==> src/rtl/sm_pkg.sv <==
// Shared constants and helpers for the sign-magnitude accumulator with 7-seg display.
package sm_pkg;

    localparam logic [7:0] SEG_BLANK = 8'hFF;
    localparam logic [7:0] SEG_MINUS = 8'b11111110;
    localparam logic [7:0] SEG_ZERO  = 8'b10000001;

    // Number of hex digits needed to show an m-bit magnitude.
    function automatic int hex_digits(input int m);
        return (m + 3) / 4;
    endfunction

endpackage

==> src/rtl/sm_accum_disp_if.sv <==
// Bus bundle for sm_accum_disp: raw buttons and operand in, display and accumulator out.
interface sm_accum_disp_if #(
    parameter int N    = 8,
    parameter int NDIG = 4
);
    logic [1:0]      btn;
    logic [N-1:0]    sw;
    logic [NDIG-1:0] an;
    logic [7:0]      sseg;
    logic            ovf;
    logic [N-1:0]    acc;

    modport master (output btn, sw, input an, sseg, ovf, acc);
    modport slave  (input btn, sw, output an, sseg, ovf, acc);
endinterface

==> src/rtl/hex_to_sseg.sv <==
// Hex nibble to active-low {dp,a,b,c,d,e,f,g} segment code.
module hex_to_sseg (
    input  logic [3:0] hex,
    input  logic       dp,
    output logic [7:0] sseg
);
    logic [6:0] seg;

    always_comb begin
        case (hex)
            4'h0: seg = 7'b0000001;
            4'h1: seg = 7'b1001111;
            4'h2: seg = 7'b0010010;
            4'h3: seg = 7'b0000110;
            4'h4: seg = 7'b1001100;
            4'h5: seg = 7'b0100100;
            4'h6: seg = 7'b0100000;
            4'h7: seg = 7'b0001111;
            4'h8: seg = 7'b0000000;
            4'h9: seg = 7'b0000100;
            4'hA: seg = 7'b0001000;
            4'hB: seg = 7'b1100000;
            4'hC: seg = 7'b0110001;
            4'hD: seg = 7'b1000010;
            4'hE: seg = 7'b0110000;
            default: seg = 7'b0111000;
        endcase
    end

    assign sseg = {~dp, seg};
endmodule

==> src/rtl/sm_accum_disp.sv <==
// Sign-magnitude accumulator driven by add/clear buttons, shown on a multiplexed 7-seg display.
// Optional button debounce is enabled by defining SM_DEBOUNCE_EN.
module sm_accum_disp
    import sm_pkg::*;
#(
    parameter int N            = 8,
    parameter int NDIG         = 4,
    parameter int REFRESH_BITS = 18,
    parameter int DB_BITS      = 20
) (
    input logic             clk,
    input logic             reset_n,
    sm_accum_disp_if.slave  bus
);
    localparam int M  = N - 1;
    localparam int HD = hex_digits(M);
    localparam int DW = $clog2(NDIG);

    if (N < 4 || N > 32 || NDIG < HD + 1 || REFRESH_BITS < 1 || DB_BITS < 1) begin : g_bad_params
        $error("sm_accum_disp: illegal parameter combination");
    end

    // ---------------- buttons ----------------
    logic [1:0] sync1, sync2, level, level_q, armed, pulse;
    logic [1:0] settle;
    logic       settled;

    assign settled = (settle == 2'd2);

    // A button only arms once it has been seen released after reset, so a
    // press held across reset never produces a pulse.
    always_ff @(posedge clk or negedge reset_n) begin
        if (!reset_n) begin
            sync1   <= '0;
            sync2   <= '0;
            level_q <= '0;
            armed   <= '0;
            settle  <= '0;
        end else begin
            sync1   <= bus.btn;
            sync2   <= sync1;
            level_q <= level;
            armed   <= armed | ({2{settled}} & ~sync2 & ~level);
            if (!settled) settle <= settle + 2'd1;
        end
    end

`ifdef SM_DEBOUNCE_EN
    logic [DB_BITS-1:0] db_cnt [2];
    logic [1:0]         db_state;

    always_ff @(posedge clk or negedge reset_n) begin
        if (!reset_n) begin
            db_state <= '0;
            for (int unsigned i = 0; i < 2; i++) db_cnt[i] <= '0;
        end else begin
            for (int unsigned i = 0; i < 2; i++) begin
                if (sync2[i] == db_state[i]) begin
                    db_cnt[i] <= '0;
                end else if (db_cnt[i] == '1) begin
                    db_state[i] <= sync2[i];
                    db_cnt[i]   <= '0;
                end else begin
                    db_cnt[i] <= db_cnt[i] + 1'b1;
                end
            end
        end
    end

    assign level = db_state;
`else
    assign level = sync2;
`endif

    assign pulse = level & ~level_q & armed;

    // ---------------- accumulator ----------------
    logic [N-1:0] acc_q;
    logic         ovf_q;
    logic         a_s, b_s, res_s, sat;
    logic [M-1:0] a_m, b_m, res_m;
    logic [M:0]   sum;

    assign a_s = acc_q[N-1];
    assign a_m = acc_q[M-1:0];
    assign b_s = bus.sw[N-1];
    assign b_m = bus.sw[M-1:0];
    assign sum = {1'b0, a_m} + {1'b0, b_m};

    always_comb begin
        sat   = 1'b0;
        res_s = a_s;
        res_m = a_m;
        if (a_s == b_s) begin
            if (sum[M]) begin
                res_m = '1;
                sat   = 1'b1;
            end else begin
                res_m = sum[M-1:0];
            end
        end else if (a_m >= b_m) begin
            res_m = a_m - b_m;
        end else begin
            res_m = b_m - a_m;
            res_s = b_s;
        end
        if (res_m == '0) res_s = 1'b0;
    end

    always_ff @(posedge clk or negedge reset_n) begin
        if (!reset_n) begin
            acc_q <= '0;
            ovf_q <= 1'b0;
        end else if (pulse[1]) begin
            acc_q <= '0;
            ovf_q <= 1'b0;
        end else if (pulse[0]) begin
            acc_q <= {res_s, res_m};
            if (sat) ovf_q <= 1'b1;
        end
    end

    assign bus.acc = acc_q;
    assign bus.ovf = ovf_q;

    // ---------------- display ----------------
    logic [REFRESH_BITS-1:0] pre;
    logic [DW-1:0]           digit;
    logic [4*NDIG-1:0]       mag_pad;
    logic [3:0]              nib;
    logic [7:0]              hex_seg, seg_next;
    logic [NDIG-1:0]         an_q;
    logic [7:0]              seg_q;

    always_ff @(posedge clk or negedge reset_n) begin
        if (!reset_n) begin
            pre   <= '0;
            digit <= '0;
        end else begin
            pre <= pre + 1'b1;
            if (pre == '1) digit <= (digit == DW'(NDIG - 1)) ? '0 : digit + 1'b1;
        end
    end

    always_comb begin
        mag_pad        = '0;
        mag_pad[M-1:0] = acc_q[M-1:0];
        nib            = '0;
        for (int unsigned k = 0; k < HD; k++)
            if (digit == DW'(k)) nib = mag_pad[4*k +: 4];
    end

    hex_to_sseg u_hex (
        .hex  (nib),
        .dp   (1'b0),
        .sseg (hex_seg)
    );

    always_comb begin
        seg_next = SEG_BLANK;
        for (int unsigned k = 0; k < NDIG; k++) begin
            if (digit == DW'(k)) begin
                if (k < HD)       seg_next = hex_seg;
                else if (k == HD) seg_next = acc_q[N-1] ? SEG_MINUS : SEG_BLANK;
            end
        end
    end

    always_ff @(posedge clk or negedge reset_n) begin
        if (!reset_n) begin
            an_q  <= ~NDIG'(1);
            seg_q <= SEG_ZERO;
        end else begin
            an_q  <= ~(NDIG'(1) << digit);
            seg_q <= seg_next;
        end
    end

    assign bus.an   = an_q;
    assign bus.sseg = seg_q;
endmodule

==> src/flat_wrapper.sv <==
// flat-port wrapper written by rule: the top's interface ports become plain ports
module sm_accum_disp_flat import sm_pkg::*;
#(
    parameter int N            = 8,
    parameter int NDIG         = 4,
    parameter int REFRESH_BITS = 18,
    parameter int DB_BITS      = 20
)
  (clk, reset_n, bus_btn, bus_sw, bus_an, bus_sseg, bus_ovf, bus_acc);
  sm_accum_disp_if #(.N(N), .NDIG(NDIG)) bus_i ();
  input logic clk;
  input logic reset_n;
  input wire logic [$bits(bus_i.btn)-1:0] bus_btn;
  input wire logic [$bits(bus_i.sw)-1:0] bus_sw;
  output wire logic [$bits(bus_i.an)-1:0] bus_an;
  output wire logic [$bits(bus_i.sseg)-1:0] bus_sseg;
  output wire logic [$bits(bus_i.ovf)-1:0] bus_ovf;
  output wire logic [$bits(bus_i.acc)-1:0] bus_acc;
  assign bus_i.btn = bus_btn;
  assign bus_i.sw = bus_sw;
  assign bus_an = bus_i.an;
  assign bus_sseg = bus_i.sseg;
  assign bus_ovf = bus_i.ovf;
  assign bus_acc = bus_i.acc;
  sm_accum_disp #(.N(N), .NDIG(NDIG), .REFRESH_BITS(REFRESH_BITS), .DB_BITS(DB_BITS)) u_core (.clk(clk), .reset_n(reset_n), .bus(bus_i));
endmodule
==> config.mk <==
export PLATFORM = sky130hd
export DESIGN_NAME = sm_accum_disp_flat
export DESIGN_NICKNAME = d
export VERILOG_FILES = /design/src/rtl/sm_pkg.sv /design/src/rtl/sm_accum_disp_if.sv /design/src/rtl/hex_to_sseg.sv /design/src/rtl/sm_accum_disp.sv /design/src/flat_wrapper.sv
export SDC_FILE = /design/constraint.sdc
export NUM_CORES = 1
export LEC_CHECK = 0
export CORE_MARGIN = 4
export CORE_UTILIZATION = 50
export CTS_BUF_LIST = sky130_fd_sc_hd__clkbuf_4 sky130_fd_sc_hd__clkbuf_8
export CTS_CLUSTER_SIZE = 40
export DETAILED_ROUTE_END_ITERATION = 7
export PLACE_DENSITY = 0.78
export SYNTH_ARGS = -nofsm -noshare
export SYNTH_HDL_FRONTEND = slang
export SYNTH_SLANG_ARGS = --single-unit
==> constraint.sdc <==
create_clock -name clk -period 4.95 [get_ports clk]
set_input_delay 1.2375 -clock clk [delete_from_list [all_inputs] [get_ports clk]]
set_output_delay 1.2375 -clock clk [all_outputs]
set_load 0.03 [all_outputs]
==> key figures <==
Power
  • Net Sw Power: 0.5403 mW
  • Power share of the sequential group: 35.4%
  • Maximum vdd ir drop: 230.4 uV
  • Clk pwr share: 19.8%
  • Internal power: 0.8349 mW
  • Lkg Pwr: 1.687 nW
  • Switching part of the total: 39.29%
  • Pwr Density: 368.8 mW/mm^2
  • Logic pwr share: 44.8%

Global routing
  • Vias in the first global route: 2498
  • First-pass GRT wire length: 11.32 mm
  • Pin count of the biggest net entering global routing: 51
  • GR Overflow Total: 0
  • Total GRT Usage: 18.26%
  • Initial antenna violation count: 0

Worst hold path
  • Hold Path Class: reg2reg

Clock tree
  • Post-CTS Setup Repair Bufs: 0
  • CTS clk-pin slew, worst paths: 0.09 ns
  • Worst-Skew Late Latency: 0.31 ns
  • Clock Tree Root: clkbuf_8
  • Post-cts resize count: 0
  • H-tree Lvls: 2
  • Clock tree from TritonCTS: done
  • CTS sink count: 50
  • Total CTS buffers: 5
  • CTS Hold Buffers Added: 0
  • Buffer levels on the longest clock path: 2

Synth
  • Syn_nets: 398
  • Sequential share of the synthesized area: 38.35%
  • Cells after Synth: 348
  • Synth Cell Area: 0.003276 sq mm
  • Synth async-reset ratio: 100.0%
  • Syn_area_per_cell: 9.413 sq um
  • Synth warn: 0
  • Number of synthesized flops with an enable pin: 0
  • Yosys cell types: 60
  • #FFs+latches synth: 50
  • Top_reg_cell synth: dfrtp_1

Timing
  • Final Max Slew Viols: 0
  • Fin crit period: 3.627 ns
  • Worst clock skew: 0.008157 ns
  • Worst-Margin Slew: 1.039 ns
  • Period utilization: 73.27%
  • Final Hold Fails: 0
  • Final TNS setup: 0 ns
  • Max Freq: 275.7 MHz
  • Unrepaired setup endpoints after global routing: false
  • Slew HR: 30.71%
  • Final setup violation count: 0

Detailed routing
  • TritonRoute pass-1 iters: 4
  • Vias per inst: 5.632
  • Wire length per cell: 14.47 microns
  • Post-Route WL: 6.571 mm
  • Antenna Nets Post-Route: 0
  • Vias: 2557
  • Initial DRC count: 165
  • DRC: 0

Die
  • Core area: 0.006350 sq mm
  • Die area: 0.007910 sq mm
  • Width of the chip: 88.94 microns
  • Row Count: 29
  • Die H: 88.94 microns
  • Starting Density: 51.59%
  • I/O pin total: 33

Cells and area
  • Layout Cells excl Fill: 454
  • Nets@finish: 426
  • Commonest cells after routing, fill and taps aside: dfrtp_1 (46), ha_1 (35), inv_1 (34), nand2_1 (32), clkdlybuf4s50_1 (30)
  • Layout cells sized above 1: 7.427%
  • Commonest non-fill, non-tap cell in the layout: dfrtp_1
  • Synth-to-layout area growth: 13.83%
  • N_diodes: 0

Placement
  • Hpwl dp: 5.013 mm
  • Post-Place Cells: 446
  • Placer Congestion: 0.9497
  • I/O Buffers: 31

Outcome
  • Status: completed

Setup path
  • Crit path arrival time: 3.80 ns
  • R2r setup slk: 2.13 ns
  • Startpoint Class: input port
  • Critical path fanouts, max: 9
  • Worst EP required: 5.13 ns
  • CP Capture Type: flip-flop
  • Critical path class: in2reg

Flow run
  • MaxCap Viol Count: 0
-- stage by stage --
step / worst slack (ns) / util [%] / total power [mW] / area [sq um] / hold WS [ns]
2_1_floorplan: 1.776 / - / 0.9255 / 3276 / 0.3312
3_3_place_gp: 1.030 / 56.99 / 1.095 / 3618 / 0.3317
3_5_place_dp: 1.003 / 56.99 / 1.104 / 3618 / 0.3371
4_1_cts: 1.329 / 58.72 / 1.379 / 3729 / 0.3566
5_1_grt: 1.183 / 58.72 / 1.468 / 3729 / 0.3749
6_report: 1.323 / 58.72 / 1.375 / 3729 / 0.3549
-- cell type report --
class                           count  area, sq um
Multi-Input combinational cell    253         1826
Inverter                           34        127.6
Fill cell                         556         2621
Timing Repair Buffer               32        312.8
Clock buffer                        8        110.1
Sequential cell                    50         1256
Tap cell                           77        96.34
-- worst max-delay path, stage by stage --
cell and delay (ns):
clkdlybuf4s50_1 0.48, inv_1 0.05, ha_1 0.40, a21oi_1 0.18, o21ai_1 0.14, o21bai_2 0.30, or4_4 0.51, a21o_1 0.19
a211oi_2 0.18, a41oi_1 0.14
-- state kept, by name, indices dropped and copies added, names as in the netlist --
register / cells
u_core.armed: 2
u_core.bus.acc: 8
u_core.bus.an: 4
u_core.bus.ovf: 1
u_core.bus.sseg: 7
u_core.digit: 2
u_core.level: 2
u_core.level_q: 2
u_core.pre: 18
u_core.settle: 2
u_core.sync1: 2
-- power by group through the flow --
stage	combinational [mW]	clock (mW)	sequential [mW]
floorplan	0.364	0	0.562
global placement	0.602	0	0.493
detailed placement	0.608	0	0.496
CTS	0.612	0.279	0.488
global route	0.675	0.301	0.492
finish	0.616	0.272	0.487
-- cell families (layout without fill, tap and decap cells) --
kind of cell | after synthesis | count (layout) | synth area share (%)
compound gates | 89 | 89 | 18.49
simple gates | 101 | 101 | 15.24
mux | 3 | 3 | 1.069
buf+inv | 45 | 74 | 5.920
xor+xnor | 21 | 21 | 5.615
flops | 50 | 50 | 38.35
other cells | 1 | 1 | 0.1145
fa+ha+maj | 38 | 38 | 15.20
-- cell usage after synthesis, types with 2 or more instances --
library cell  instances  area share, %
dfrtp_1              46             35
ha_1                 35             13
inv_1                34            3.9
nand2_1              32            3.7
nor2_1               22            2.5
o21ai_0              21            3.2
a21oi_1              17            2.6
xnor2_1              15            4.0
nand3_1              11            1.7
a211oi_1              7            1.6
nand4_1               7            1.3
nor3_1                7            1.1
a21o_1                6            1.4
xor2_1                6            1.6
and3_1                4           0.76
clkbuf_1              4           0.46
dfstp_2               4            3.2
nor2b_1               4           0.76
a311oi_1              3           0.80
a41oi_1               3           0.80
fa_1                  3            1.8
a211oi_2              2           0.76
a21boi_0              2           0.46
a221oi_1              2           0.53
a32oi_1               2           0.53
and4_1                2           0.53
buf_2                 2           0.31
buf_4                 2           0.46
buf_6                 2           0.69
mux2i_1               2           0.61
nand2b_1              2           0.38
o211ai_1              2           0.46
o21a_1                2           0.46
o21ai_1               2           0.31
o21ai_2               2           0.53
o21bai_1              2           0.46
o22ai_1               2           0.38
o31ai_1               2           0.46
or2_2                 2           0.38
-- path summary, 6_finish.rpt --
check / from / cells past startpoint / end
max in group asynchronous: reset_n / 1 / u_core.bus.sseg[1]
worst max register to register: u_core.bus.acc[4] / 9 / u_core.bus.acc[7]
worst min-delay path: u_core.sync1[0] / 0 / u_core.level[0]
worst max-delay path: bus_sw[6] / 10 / u_core.bus.acc[7]
min in group asynchronous: reset_n / 1 / u_core.pre[6]
worst min register to register: u_core.sync1[0] / 0 / u_core.level[0]
-- metal layers --
| layer | share of wire [%] | up-vias | global-route usage [%] |
|---|---|---|---|
| li1 | - | 1259 | - |
| met1 | 46 | 1214 | 24.63 |
| met2 | 46 | 69 | 29.28 |
| met3 | 4.9 | 15 | 3.318 |
| met4 | 2.6 | 0 | 7.172 |
| met5 | 0 | - | 0 |
Power figures use the tool's default switching activity.
